--- config.mk ---
export PLATFORM = sky130hd
export DESIGN_NAME = uart_tx_arbiter
export DESIGN_NICKNAME = d
export VERILOG_FILES = /design/src/rtl/uart_arb_pkg.sv /design/src/rtl/rr_arbiter.sv /design/src/rtl/uart_tx_arbiter.sv
export SDC_FILE = /design/constraint.sdc
export NUM_CORES = 1
export LEC_CHECK = 0
export BUFFER_PORTS_ARGS = -buffer_cell sky130_fd_sc_hd__buf_2
export CAP_MARGIN = 40
export CORE_ASPECT_RATIO = 0.6
export CORE_MARGIN = 2
export CORE_UTILIZATION = 55
export DETAILED_ROUTE_END_ITERATION = 12
export GPL_TIMING_DRIVEN = 0
export PLACE_DENSITY = 0.95
export SKIP_LAST_GASP = 1
export SYNTH_ARGS = -nofsm -noshare
export SYNTH_HDL_FRONTEND = slang
export SYNTH_SLANG_ARGS = --single-unit
export TNS_END_PERCENT = 5
--- constraint.sdc ---
create_clock -name clk -period 6.3 [get_ports clk]
set_input_delay 0.315 -clock clk [delete_from_list [all_inputs] [get_ports clk]]
set_output_delay 0.315 -clock clk [all_outputs]
set_load 0.1 [all_outputs]
--- src/rtl/uart_arb_pkg.sv ---
// Shared types and default parameters for the UART transmit arbiter.
package uart_arb_pkg;

    localparam int DEF_NUM_REQ       = 4;
    localparam int DEF_START_TIMEOUT = 64;
    localparam int DEF_HOLD_TIMEOUT  = 1024;

    typedef enum logic [2:0] {
        IDLE      = 3'd0,
        ISSUE     = 3'd1,
        WAIT_BUSY = 3'd2,
        WAIT_DONE = 3'd3,
        HOLD      = 3'd4
    } arb_state_t;

    // Width of a requester index; at least one bit even for a single requester.
    function automatic int idx_width(input int n);
        return (n > 1) ? $clog2(n) : 1;
    endfunction

endpackage

--- src/rtl/rr_arbiter.sv ---
// Round-robin selector: picks the first asserted request at or after the
// pointer, wrapping around, and returns it one-hot.
module rr_arbiter
    import uart_arb_pkg::*;
#(
    parameter int NUM_REQ = DEF_NUM_REQ,
    localparam int IDX_W  = idx_width(NUM_REQ)
) (
    input  logic [NUM_REQ-1:0] req,
    input  logic [IDX_W-1:0]   pointer,
    output logic [NUM_REQ-1:0] winner
);

    logic             found;
    logic [IDX_W-1:0] sel;

    // Scan from the pointer position; the first asserted request wins.
    always_comb begin
        winner = '0;
        found  = 1'b0;
        sel    = '0;
        for (int k = 0; k < NUM_REQ; k++) begin
            sel = IDX_W'((int'(pointer) + k) % NUM_REQ);
            if (!found && req[sel]) begin
                winner[sel] = 1'b1;
                found       = 1'b1;
            end
        end
    end

endmodule

--- src/rtl/uart_tx_arbiter.sv ---
// Shares one uart_tx between NUM_REQ byte requesters. A requester owns the
// transmitter for a whole message (until the byte flagged last), so bytes of
// different messages never interleave.
//
// Handshake: a byte moves on a clk edge where req_valid[i] and req_ready[i]
// are both 1. req_ready is only raised in ISSUE, only for the owner, and only
// while that owner's req_valid is 1; a requester must hold req_valid, req_data
// and req_last steady until that edge and may drop req_valid at any time
// before it without side effects.
module uart_tx_arbiter
    import uart_arb_pkg::*;
#(
    parameter int NUM_REQ       = DEF_NUM_REQ,
    parameter int START_TIMEOUT = DEF_START_TIMEOUT,
    parameter int HOLD_TIMEOUT  = DEF_HOLD_TIMEOUT
) (
    input  logic                 clk,
    input  logic                 rst,
    input  logic [NUM_REQ-1:0]   req_valid,
    input  logic [NUM_REQ-1:0]   req_last,
    input  logic [NUM_REQ*8-1:0] req_data,
    output logic [NUM_REQ-1:0]   req_ready,
    output logic [NUM_REQ-1:0]   grant,
    output logic                 tx_start,
    output logic [7:0]           tx_data,
    input  logic                 tx_busy,
    output logic                 err_timeout,
    output logic [2:0]           fsm_state
);

    localparam int IDX_W   = idx_width(NUM_REQ);
    localparam int CNT_MAX = (START_TIMEOUT > HOLD_TIMEOUT) ? START_TIMEOUT : HOLD_TIMEOUT;
    localparam int CNT_W   = $clog2(CNT_MAX + 1);
    localparam logic [CNT_W-1:0] START_LIMIT = CNT_W'(START_TIMEOUT - 1);
    localparam logic [CNT_W-1:0] HOLD_LIMIT  = CNT_W'(HOLD_TIMEOUT - 1);

    arb_state_t         state, state_next;
    logic [NUM_REQ-1:0] grant_next;
    logic [NUM_REQ-1:0] win;
    logic [IDX_W-1:0]   ptr, ptr_next, ptr_adv;
    logic [CNT_W-1:0]   cnt, cnt_next;
    logic               tx_start_next;
    logic [7:0]         tx_data_next;
    logic               last_q, last_next;
    logic               err_next;
    logic               sel_valid, sel_last;
    logic [7:0]         sel_data;

    rr_arbiter #(.NUM_REQ(NUM_REQ)) u_rr (
        .req     (req_valid),
        .pointer (ptr),
        .winner  (win)
    );

    // Route the current owner's request lines and compute the pointer value
    // that follows it (the index after the owner, wrapping).
    always_comb begin
        sel_valid = 1'b0;
        sel_last  = 1'b0;
        sel_data  = '0;
        ptr_adv   = '0;
        for (int k = 0; k < NUM_REQ; k++) begin
            if (grant[k]) begin
                sel_valid = req_valid[k];
                sel_last  = req_last[k];
                sel_data  = req_data[k*8 +: 8];
                ptr_adv   = (k == NUM_REQ - 1) ? '0 : IDX_W'(k + 1);
            end
        end
    end

    // Accept strobe: only the owner, only in ISSUE, only while it offers a byte.
    always_comb begin
        req_ready = '0;
        if (state == ISSUE) begin
            req_ready = grant & req_valid;
        end
    end

    assign fsm_state = state;

    // Next-state logic; the shared timeout counter restarts on every state change.
    always_comb begin
        state_next    = state;
        grant_next    = grant;
        ptr_next      = ptr;
        tx_start_next = 1'b0;
        tx_data_next  = tx_data;
        last_next     = last_q;
        err_next      = err_timeout;
        unique case (state)
            IDLE: begin
                if (|req_valid) begin
                    grant_next = win;
                    state_next = ISSUE;
                end
            end
            ISSUE: begin
                if (sel_valid) begin
                    tx_data_next  = sel_data;
                    last_next     = sel_last;
                    tx_start_next = 1'b1;
                    state_next    = WAIT_BUSY;
                end else begin
                    state_next = HOLD;
                end
            end
            WAIT_BUSY: begin
                if (tx_busy) begin
                    state_next = WAIT_DONE;
                end else if (cnt == START_LIMIT) begin
                    err_next   = 1'b1;
                    grant_next = '0;
                    ptr_next   = ptr_adv;
                    state_next = IDLE;
                end
            end
            WAIT_DONE: begin
                if (!tx_busy) begin
                    if (last_q) begin
                        grant_next = '0;
                        ptr_next   = ptr_adv;
                        state_next = IDLE;
                    end else begin
                        state_next = HOLD;
                    end
                end
            end
            HOLD: begin
                if (sel_valid) begin
                    state_next = ISSUE;
                end else if (cnt == HOLD_LIMIT) begin
                    grant_next = '0;
                    ptr_next   = ptr_adv;
                    state_next = IDLE;
                end
            end
            default: begin
                grant_next = '0;
                state_next = IDLE;
            end
        endcase

        if (state_next != state) begin
            cnt_next = '0;
        end else if (state == WAIT_BUSY || state == HOLD) begin
            cnt_next = cnt + CNT_W'(1);
        end else begin
            cnt_next = cnt;
        end
    end

    // State and datapath registers with synchronous reset.
    always_ff @(posedge clk) begin
        if (rst) begin
            state       <= IDLE;
            grant       <= '0;
            ptr         <= '0;
            cnt         <= '0;
            tx_start    <= 1'b0;
            tx_data     <= 8'h00;
            last_q      <= 1'b0;
            err_timeout <= 1'b0;
        end else begin
            state       <= state_next;
            grant       <= grant_next;
            ptr         <= ptr_next;
            cnt         <= cnt_next;
            tx_start    <= tx_start_next;
            tx_data     <= tx_data_next;
            last_q      <= last_next;
            err_timeout <= err_next;
        end
    end

endmodule

==> metrics.txt <==
Post-CTS Setup Bufs=0; Post-Syn Area=2130 um^2; HPWL after DPL=4550 um; vias in the first global route=between 2000 and 2500; Die W=84.3 um; io pins=64; final-report hold violation count=0; most frequent cells in the layout=65 x buf_2, 42 x nor2_1, 31 x dfxtp_1, 22 x nor3_1, 12 x nand3_1; register area share after synthesis=29.2%; pre-CTS setup slack=3.91 ns; Slew @ Worst Pin=0.654 ns; CP Data Required Time=5.98 ns; f_max=0.392 GHz; Core ar.=3680 um^2; Final Wtd Congestion=roughly 1.0; via/cell ratio=6.21; max cap viols=0; RSZ-0062 raised after global routing=no; crit path time final=2.55 ns; Arr. time, crit path=2.23 ns; layout cells sized above 1=29.2%; Post-CTS Hold Buffers=0; largest net degree at the start of global routing=11; Die Y=approximately 52 um; Buffers on Ports=60; Max Fanout on Critical Path=10; initial drt markers=192; n_diodes=0; P&R area growth vs syn=22.4%; number of synthesized register bits=31; endpoint class of the critical path=output pin; row cnt=17; VDD IR max=between 0.00015 and 0.0002 V; worst-case clock buffer depth=2; first-pass GRT wire length=9720 um; Critical Path Start Type=flip-flop; Post-synth top flop=dfxtp_1; final WL=6080 um; Power Dens Cells=267 nW/um^2; WL/cell=around 16 um; clk slew on worst S/H paths=around 0.070 ns; Worst slew margin=56.4%; clk_lat worst skew=0.29 ns; Synthesis Warnings=0; commonest non-fill, non-tap cell in the layout=buf_2; post-CTS sizing=0; drt pass-1 iters=5; CTS tree=done; Avg Cell Area, Syn=~8.1 um^2; Tot GR Track Use=28.2%; Async SR Flop Fraction=0%; Num CTS Buffers=5; depth of the CTS H-tree=2; pins over their slew limit=0; Antenna Violating Nets Remaining=0; post-route setup slack=3.75 ns; critical setup path kind=flip-flop to output pin; Num Clock Sinks=31; Total Neg Setup Slack=0 ns; Clock Skew=0.00577 ns; Final Cycle Share=40.5%; Hold Crit Class=input port to flip-flop; die area=4390 um^2; synthesized instance count=261; Nets=378; root buffer cell=clkbuf_8; via count=between 2000 and 2500; total leakage power=0.00105 uW; EDFF count, synth=0; Overflow after GRT=0; syn_nets=around 310; initial antenna violation count=0; Final Setup Violations=0; status=completed; synth unique cells=60; DRC viols=0; Starting Density=57.8%
==> per-layer routing <==
layer | part of all wire [%] | wire length, um | GRT usage, % | vias to the layer above
met5 | 0 | 0 | 0 | -
met4 | 1.3 | 82 | 8.06 | 0
met3 | 11 | 685 | 9.68 | 15
met2 | 43 | 2650 | 43.5 | 134
met1 | 44 | 2670 | 37.7 | 1072
li1 | - | - | - | 1115
==> sequential cells by signal (all words and copies together), names as in the netlist <==
register,flops
cnt,11
tx_data,8
fsm_state,3
tx_start,1
err_timeout,1
grant,4
last_q,1
ptr,2
==> Yosys cell counts (3+ instances only) <==
| cell | number | area (um^2) |
|---|---|---|
| a31oi_1 | 3 | 18.8 |
| and3_1 | 4 | 25.0 |
| nand2_1 | 10 | 37.5 |
| o2111ai_1 | 4 | 35.0 |
| buf_2 | 5 | 25.0 |
| inv_2 | 3 | 11.3 |
| a32oi_1 | 4 | 35.0 |
| nand4_1 | 4 | 25.0 |
| a21oi_1 | 6 | 30.0 |
| nor3_1 | 22 | 110 |
| nand2b_1 | 4 | 25.0 |
| a221oi_1 | 10 | 87.6 |
| nor4_1 | 4 | 25.0 |
| nor2_1 | 42 | 158 |
| mux2i_1 | 3 | 30.0 |
| clkbuf_1 | 7 | 26.3 |
| buf_6 | 3 | 33.8 |
| inv_1 | 5 | 18.8 |
| buf_1 | 3 | 11.3 |
| nand3_1 | 12 | 60.1 |
| ha_1 | 7 | 87.6 |
| xnor2_1 | 5 | 43.8 |
| dfxtp_1 | 31 | 621 |
| xor2_1 | 5 | 43.8 |
| a211oi_1 | 11 | 82.6 |
| nor3b_1 | 3 | 22.5 |
==> cell families after synthesis <==
| logic type | after synthesis | synth area share, % |
|---|---|---|
| fa+ha+maj | 7 | 4.12 |
| buf+inv | 27 | 6.59 |
| flops | 31 | 29.2 |
| mux | 6 | 3.71 |
| xor+xnor | 10 | 4.12 |
| simple gates | 126 | 31.9 |
| compound gates | 54 | 20.4 |
==> power by group <==
part	total [uW]	switching [uW]	internal, uW
logic	272	198	74.3
registers	221	11.5	209
clock network	202	74.7	128
total	696	284	411
==> layout make-up <==
type	instances	area (um^2)
Buffer	19	110
Clock buffer	6	82.6
Clock inverter	2	35.0
Fill cell	296	1080
Inverter	8	30.0
Multi-Input combinational cell	203	1370
Sequential cell	31	621
Tap cell	47	58.8
Timing Repair Buffer	60	300
==> stage by stage <==
step,power [uW],cell area (um^2),util (%),hold WS [ns],std cells
2_1_floorplan,435,2130,-,0.471,261
3_3_place_gp,487,2480,67.5,0.459,368
6_report,696,2600,70.7,0.367,376
4_1_cts,693,2600,70.7,0.375,376
3_5_place_dp,491,2480,67.5,0.457,368
5_1_grt,725,2600,70.7,0.395,376
==> worst paths after layout <==
check | from | endpoint | slack (ns) | cells past startpoint
min reg2reg | err_timeout$_SDFFE_PP0P_ | err_timeout$_SDFFE_PP0P_ | 0.47 | 2
min | req_data[24] | tx_data[0]$_SDFFE_PP0P_ | 0.37 | 3
max | grant[3]$_SDFFE_PP0P_ | req_ready[3] | 3.75 | 5
max reg2reg | ptr[0]$_SDFFE_PP0P_ | grant[3]$_SDFFE_PP0P_ | 3.81 | 8
==> worst max-delay path, stage by stage, from the launching register on <==
cell,delay [ns]
dfxtp_1,0.35
clkbuf_1,0.28
clkbuf_1,0.42
inv_2,0.09
nor4_1,0.33
buf_2,0.49
(Power assumes the default switching activity.)
